**config.mk**
```make
export PLATFORM = sky130hd
export DESIGN_NAME = aes_mixw
export DESIGN_NICKNAME = d
export VERILOG_FILES = /design/src/rtl/aes_mixw.sv
export SDC_FILE = /design/constraint.sdc
export NUM_CORES = 1
export LEC_CHECK = 0
export CORE_ASPECT_RATIO = 2
export CORE_MARGIN = 2
export CORE_UTILIZATION = 60
export DETAILED_ROUTE_END_ITERATION = 12
export DONT_BUFFER_PORTS = 1
export PLACE_DENSITY = 0.8
export SLEW_MARGIN = 20
export SYNTH_ARGS = -nofsm -noshare
export SYNTH_HDL_FRONTEND = slang
export SYNTH_SLANG_ARGS = --single-unit
```
**constraint.sdc**
```tcl
create_clock -name clk_i -period 8 [get_ports clk_i]
set_input_delay 1.6 -clock clk_i [delete_from_list [all_inputs] [get_ports clk_i]]
set_output_delay 1.6 -clock clk_i [all_outputs]
set_load 0.02 [all_outputs]
```
**src/rtl/aes_mixw.sv**
```systemverilog
// AES MixColumns / InvMixColumns on one state column.
// Combinational outputs plus a registered copy of each.
module aes_mixw (
    input  logic        clk_i,
    input  logic        rst_i,
    input  logic [31:0] w_i,
    output logic [31:0] mixw_o,
    output logic [31:0] imixw_o,
    output logic [31:0] mixw_q_o,
    output logic [31:0] imixw_q_o
);

    function automatic logic [7:0] xt(
        input logic [7:0] a
    );
        return {a[6:0], 1'b0}
             ^ (a[7] ? 8'h1b : 8'h00);
    endfunction

    function automatic logic [7:0] mul3(
        input logic [7:0] a
    );
        return xt(a) ^ a;
    endfunction

    function automatic logic [7:0] mul9(
        input logic [7:0] a
    );
        return xt(xt(xt(a))) ^ a;
    endfunction

    function automatic logic [7:0] mul11(
        input logic [7:0] a
    );
        logic [7:0] x2;
        x2 = xt(a);
        return xt(xt(x2)) ^ x2 ^ a;
    endfunction

    function automatic logic [7:0] mul13(
        input logic [7:0] a
    );
        logic [7:0] x4;
        x4 = xt(xt(a));
        return xt(x4) ^ x4 ^ a;
    endfunction

    function automatic logic [7:0] mul14(
        input logic [7:0] a
    );
        logic [7:0] x2;
        logic [7:0] x4;
        x2 = xt(a);
        x4 = xt(x2);
        return xt(x4) ^ x4 ^ x2;
    endfunction

    // Each output row is the row-0 equation rotated by its index.
    for (genvar k = 0; k < 4; k++) begin : g_row
        localparam int K1 = (k + 1) % 4;
        localparam int K2 = (k + 2) % 4;
        localparam int K3 = (k + 3) % 4;

        logic [7:0] b0;
        logic [7:0] b1;
        logic [7:0] b2;
        logic [7:0] b3;

        assign b0 = w_i[8*k  +: 8];
        assign b1 = w_i[8*K1 +: 8];
        assign b2 = w_i[8*K2 +: 8];
        assign b3 = w_i[8*K3 +: 8];

        assign mixw_o[8*k +: 8] =
            xt(b0) ^ mul3(b1) ^ b2 ^ b3;

        assign imixw_o[8*k +: 8] =
            mul14(b0) ^ mul11(b1)
          ^ mul13(b2) ^ mul9(b3);
    end

    always_ff @(posedge clk_i) begin
        if (rst_i) begin
            mixw_q_o  <= 32'h0;
            imixw_q_o <= 32'h0;
        end else begin
            mixw_q_o  <= mixw_o;
            imixw_q_o <= imixw_o;
        end
    end

endmodule

```
==> results.md, run 1 <==
* Synth unique cells at 18
* Final Hold Violating Endpoints at 0
* Die X at 68.22 um
* Cell with the most instances after synthesis: xnor2_1
* Clock power frac at 18.9%
* Die Area at 9034 um^2
* Worst path slowest cell: xnor3_1
* Die height at 132.4 um
* Register area share after synthesis at around a quarter
* Async S/R FF share, synth at 0%
* Tcrit/Tclk final at between 60% and 70%
* Drt initial violations at 82
* Critical Path AT at 3.36 ns
* Avg Cell Area, Syn at 11.38 um^2
* Clock tree buffer depth at 2
* Largest stage delay, worst path at just under 0.5 ns
* Number of vias per cell at ~5.4
* Kind of critical path: input port to output pin
* Setup_tns at 0 ns
* CP endpoint kind: output pin
* HPWL Detailed at about 9400 um
* Pleak at 2.135 nW
* Post-route DRC violation count at 0
* TritonCTS Buffers at 9
* Initial antenna violation count at 0
* Hold Crit Class: input port to flip-flop
* Routed WL per cell at approximately 23 um
* Worst-Margin Slew at 0.9968 ns
* Switching power at between 0.8 and 0.9 mW
* Total global-route track usage at 27.40%
* DR pass1 iterations at 4
* Nets at ~440
* Min Tclk post-route at ~5 ns
* GP Congestion at between 0.9 and 1
* RSZ-0062 raised after global routing: no
* Outcome: complete, no violations
* Syn nets at 469
* Family with the most delay on the worst path: XOR/XNOR gates
* Worst-path clk slew at roughly 0.050 ns
* Diode count at 0
* Cell area after synthesis at a little under 5000 um^2
* TritonCTS Sinks at between 60 and 70
* Core area at 7943 um^2
* CP startpoint kind: input port
* Routed via count at 2735
* Rows at 46
* Hold WS at about 1.3 ns
* Hold Buf Count CTS at 0
* Maximum vdd drop at roughly 0.00018 V
* Slew Viols, Final at 0
* Worst path bufs/invs at 1
* Post-cts resize count at 0
* Pwr Density at 363.7 nW/um^2
* Routed Antenna Nets at 0
* Top FF cell, synth: dfxtp_1
* Sw frac at 45.82%
* Root Driver: clkbuf_16
* List of most frequent post-synthesis cells: xnor2_1 (162), dfxtp_1 (64), nor2b_1 (56)
* Top cell type's share of synthesized area at ~29%
* Fmax at approximately 200 MHz
* Postcts setup bufs at 0
* Critical-path cell list: xnor3_1 -> xnor2_1 -> xnor3_1 -> xnor3_1 -> inv_1
* Cell taking the most area after synthesis: xnor2_1
* Critical Path Fanout Max at 7
* Layout area overhead at 4.071%
* EDFF count, synth at 0
* Max Cap Viol at 0
* Synth top area cells: xnor2_1 (29%), dfxtp_1 (26%), xnor3_1 (16%)
* Rel. slew slack at roughly a third
* Total I/O pin count at between 150 and 200
* Layout cells sized above 1 at 7.971%
* First-pass GRT wire length at 17150 um
* Yosys warning count at 0
* H-tree lvl count at 3
* Initial Utilization at 62.30%
* Data required, critical path at 6.40 ns
* CTS tree: yes
* Seq pwr share at 29.9%
* Mapped Cells at around 440
* Count of final setup violators at 0
* Logic pwr share at between 50% and 60%
* Yosys reg bits at 64
* Largest net degree at the start of global routing at 65
* Routed WL at roughly 12000 um
* Pint at between 1 and 1.5 mW
* # port buffers at 0
* Critical Path Most Common Cell: xnor3_1
* Vias in the first global route at between 2k and 3k
* Grt ovf at 0
-- final timing paths --
check                from                  endpoint  depth (start not counted)
setup / recovery  w_i[29]               imixw_o[19]                          5
hold / removal      rst_i  imixw_q_o[16]$_SDFF_PP0_                          1
-- placed cells by master (no fill, tap or decap), drive strengths merged --
master | netlist | final
nor2 | 8 | 8
nor2b | 56 | 56
xor3 | 5 | 5
clkinv | 0 | 3
inv | 8 | 8
clkinvlp | 0 | 2
clkbuf | 10 | 10
xor2 | 46 | 46
xnor2 | 176 | 176
dfxtp | 64 | 64
xnor3 | 36 | 36
-- cells by family (layout without fill, tap and decap cells) --
logic type | Yosys count | after routing | synth area share, %
simple gates | 64 | 64 | 7.687
buf+inv | 44 | 23 | 4.475
flops | 64 | 64 | 25.89
xor+xnor | 263 | 263 | 61.95
-- metrics by stage --
step	cells	power, mW	cell area (um^2)	setup slack (ns)	utilization [%]
6_report	510	1.873	5150	3.038	64.84
5_1_grt	510	1.959	5150	2.985	64.84
4_1_cts	510	1.891	5150	3.024	64.84
3_5_place_dp	495	1.531	4877	3.022	61.41
3_3_place_gp	495	1.523	4877	3.069	61.41
2_1_floorplan	435	1.423	4949	3.102	-
-- power groups by stage --
stage                     sequential, mW  clock, mW  combinational, mW
final                              0.559      0.354              0.960
after global routing               0.570      0.372               1.02
after CTS                          0.562      0.360              0.969
after detailed placement           0.568          0              0.963
after global placement             0.568          0              0.955
after floorplan                    0.558          0              0.864
-- final cells by class --
class,instances,area (um^2)
flip-flops and latches,64,1281
fillers,625,2793
well taps,96,120.1
multi-input cells,327,3446
clock buffers,10,239.0
clock inverters,5,33.78
inverters,8,30.03
-- layer usage --
layer,track usage (%),share of wire (%)
met3,7.398,5.6
met4,15.00,4.9
met5,0,0
met2,50.00,59
met1,25.83,31
-- registers in the layout, summed over array words and instances (netlist names) --
name,count
mixw_q_o,32
imixw_q_o,32
Power figures use the tool's default switching activity.
==> run 2, diff against run 1 <==
- clock period: 8 -> 4.98 ns (I/O delays scaled with it)
==> run 2 against run 1 <==
- hold slack got worse by 0.60 ns
- clock power increased by 58%
- sequential cell count unchanged
- die area unchanged
- design area about the same
- critical endpoint is now imixw_o[2]
==> results.md, run 2 (same netlist as run 1, synthesis figures left out) <==
* Outcome: complete, no violations
* Grt ovf at 0 (unchanged)
* Largest stage delay, worst path at 0.61 ns (+0.12 ns)
* Total I/O pin count at 162 (unchanged)
* Routed Antenna Nets at 0 (unchanged)
* Initial Utilization at 62.30% (unchanged)
* Maximum vdd drop at 0.0003331 V (+81%)
* Number of vias per cell at 5.448 (+1.6%)
* Final Hold Violating Endpoints at 0 (unchanged)
* Critical Path Fanout Max at 7 (unchanged)
* Top Registers: imixw_q_o: 32 flops, mixw_q_o: 32 flops
* Routed WL per cell at 23.09 um (+2.0%)
* Layout cells sized above 1 at 7.506% (-0.46 points)
* Die X at 68.22 um (unchanged)
* Data required, critical path at 3.98 ns (-2.42 ns)
* Pleak at 2.139 nW (+0.23%)
* Commonest non-fill, non-tap cell in the layout: xnor2_1
* Die height at 132.4 um (unchanged)
* Critical Path Most Common Cell: xnor2_1
* CP startpoint kind: input port
* Hold Crit Class: input port to flip-flop
* Fmax at roughly 260 MHz
* Drt initial violations at 113 (+38%)
* Hold path cells at 1 (unchanged)
* # fillers at 651 (+4.2%)
* Count of final setup violators at 0 (unchanged)
* Initial antenna violation count at 0 (unchanged)
* First-pass GRT wire length at 17450 um (+1.7%)
* Post-route DRC violation count at 0 (unchanged)
* Critical Path AT at 2.78 ns (-0.58 ns)
* Routed WL at 11750 um (+1.8%)
* Postcts setup bufs at 0 (unchanged)
* Tcrit/Tclk final at between 70% and 80%
* H-tree lvl count at 3 (unchanged)
* Largest net degree at the start of global routing at 65 (unchanged)
* Worst-Margin Slew at 0.9177 ns (-0.07910 ns)
* Post-cts resize count at 0 (unchanged)
* Rows at 46 (unchanged)
* Setup_tns at 0 ns (unchanged)
* Diode count at 0 (unchanged)
* Hold_sp: rst_i
* Nets at 445 (+0.23%)
* Core area at 7943 um^2 (unchanged)
* Kind of critical path: input port to output pin
* Max Cap Viol at 0 (unchanged)
* RSZ-0062 raised after global routing: no
* HPWL Detailed at 9465 um (+0.51%)
* Critical-path cell list: xnor2_1 -> xnor2_1 -> xor2_1 -> xor3_1
* Min Tclk post-route at 3.774 ns
* Vias in the first global route at 2919 (+0.52%)
* Clock tree buffer depth at 2 (unchanged)
* Worst path slowest cell: xor3_1
* CP endpoint kind: output pin
* Total global-route track usage at 27.70% (+0.30 points)
* Routed via count at 2773 (+1.4%)
* Slew Viols, Final at 0 (unchanged)
* # port buffers at 0 (unchanged)
* Commonest cells after routing, fill and taps aside: xnor2_1 (162), dfxtp_1 (64), nor2b_1 (56), xor2_1 (42), xnor3_1 (36)
* Die Area at 9034 um^2 (unchanged)
* TritonCTS Buffers at 9 (unchanged)
* DR pass1 iterations at 4 (unchanged)
* Worst-path clk slew at 0.05 ns (about the same)
* Pwr Density at 582.6 nW/um^2 (+60%)
* Tot Pwr at 2.998 mW (+60%)
* Hold Buf Count CTS at 0 (unchanged)
* Root Driver: clkbuf_16
* Hold Crit Endpoint: imixw_q_o[25]$_SDFF_PP0_
* Layout area overhead at 3.995% (about the same)
* TritonCTS Sinks at 64 (unchanged)
* GP Congestion at 0.9390 (-0.25%)
* Rel. slew slack at 38.38% (+5.3 points)
* CTS tree: yes
==> run 2: routing by layer <==
| layer | up-vias | GRT usage (%) | wire length (um) |
|---|---|---|---|
| li1 | 1268 | - | - |
| met1 | 1333 | 25.87 | 3636 |
| met2 | 132 | 49.84 | 6674 |
| met3 | 40 | 7.823 | 771 |
| met4 | 0 | 16.67 | 669 |
| met5 | - | 0 | 0 |
==> run 2: worst max path at each step <==
| stage | end | from | slack, ns | cells after the start |
|---|---|---|---|---|
| after detailed placement | imixw_o[19] | w_i[29] | 1.23 | 5 |
| after global routing | imixw_o[2] | w_i[30] | 1.18 | 4 |
| final | imixw_o[2] | w_i[30] | 1.21 | 4 |
| after global placement | imixw_o[1] | w_i[29] | 1.26 | 4 |
| after floorplan | imixw_o[11] | w_i[10] | 1.29 | 5 |
| after CTS | imixw_o[19] | w_i[29] | 1.23 | 5 |
==> run 2: critical path, delay by kind of cell <==
family / cells / cell delay (ns)
XOR/XNOR: 4 / 1.78
==> run 2: report_power, final <==
part / switching (mW) / internal [mW]
sequential: 0.233 / 0.665
clock: 0.205 / 0.353
combinational: 0.921 / 0.621
total: 1.36 / 1.64
==> run 2: layout make-up <==
cell class,count,area (um^2),area share [%]
multi-input combinational,327,3446,66.96
sequential,64,1281,24.90
clock buffer,12,256.5,4.984
tap,96,120.1,2.334
inverter,8,30.03,0.5835
timing repair buffer,1,7.507,0.1459
clock inverter,1,5.005,0.09725
==> run 2: stage by stage <==
| step | hold slack [ns] | std cells | instance area, um^2 | setup WS (ns) | util, % |
|---|---|---|---|---|---|
| after global placement | 1.073 | 496 | 4885 | 1.262 | 61.50 |
| after floorplan | 1.304 | 435 | 4949 | 1.290 | - |
| after detailed placement | 1.074 | 496 | 4885 | 1.235 | 61.50 |
| after global routing | 0.7218 | 509 | 5146 | 1.183 | 64.79 |
| final | 0.7327 | 509 | 5146 | 1.206 | 64.79 |
| after CTS | 0.7230 | 509 | 5146 | 1.235 | 64.79 |
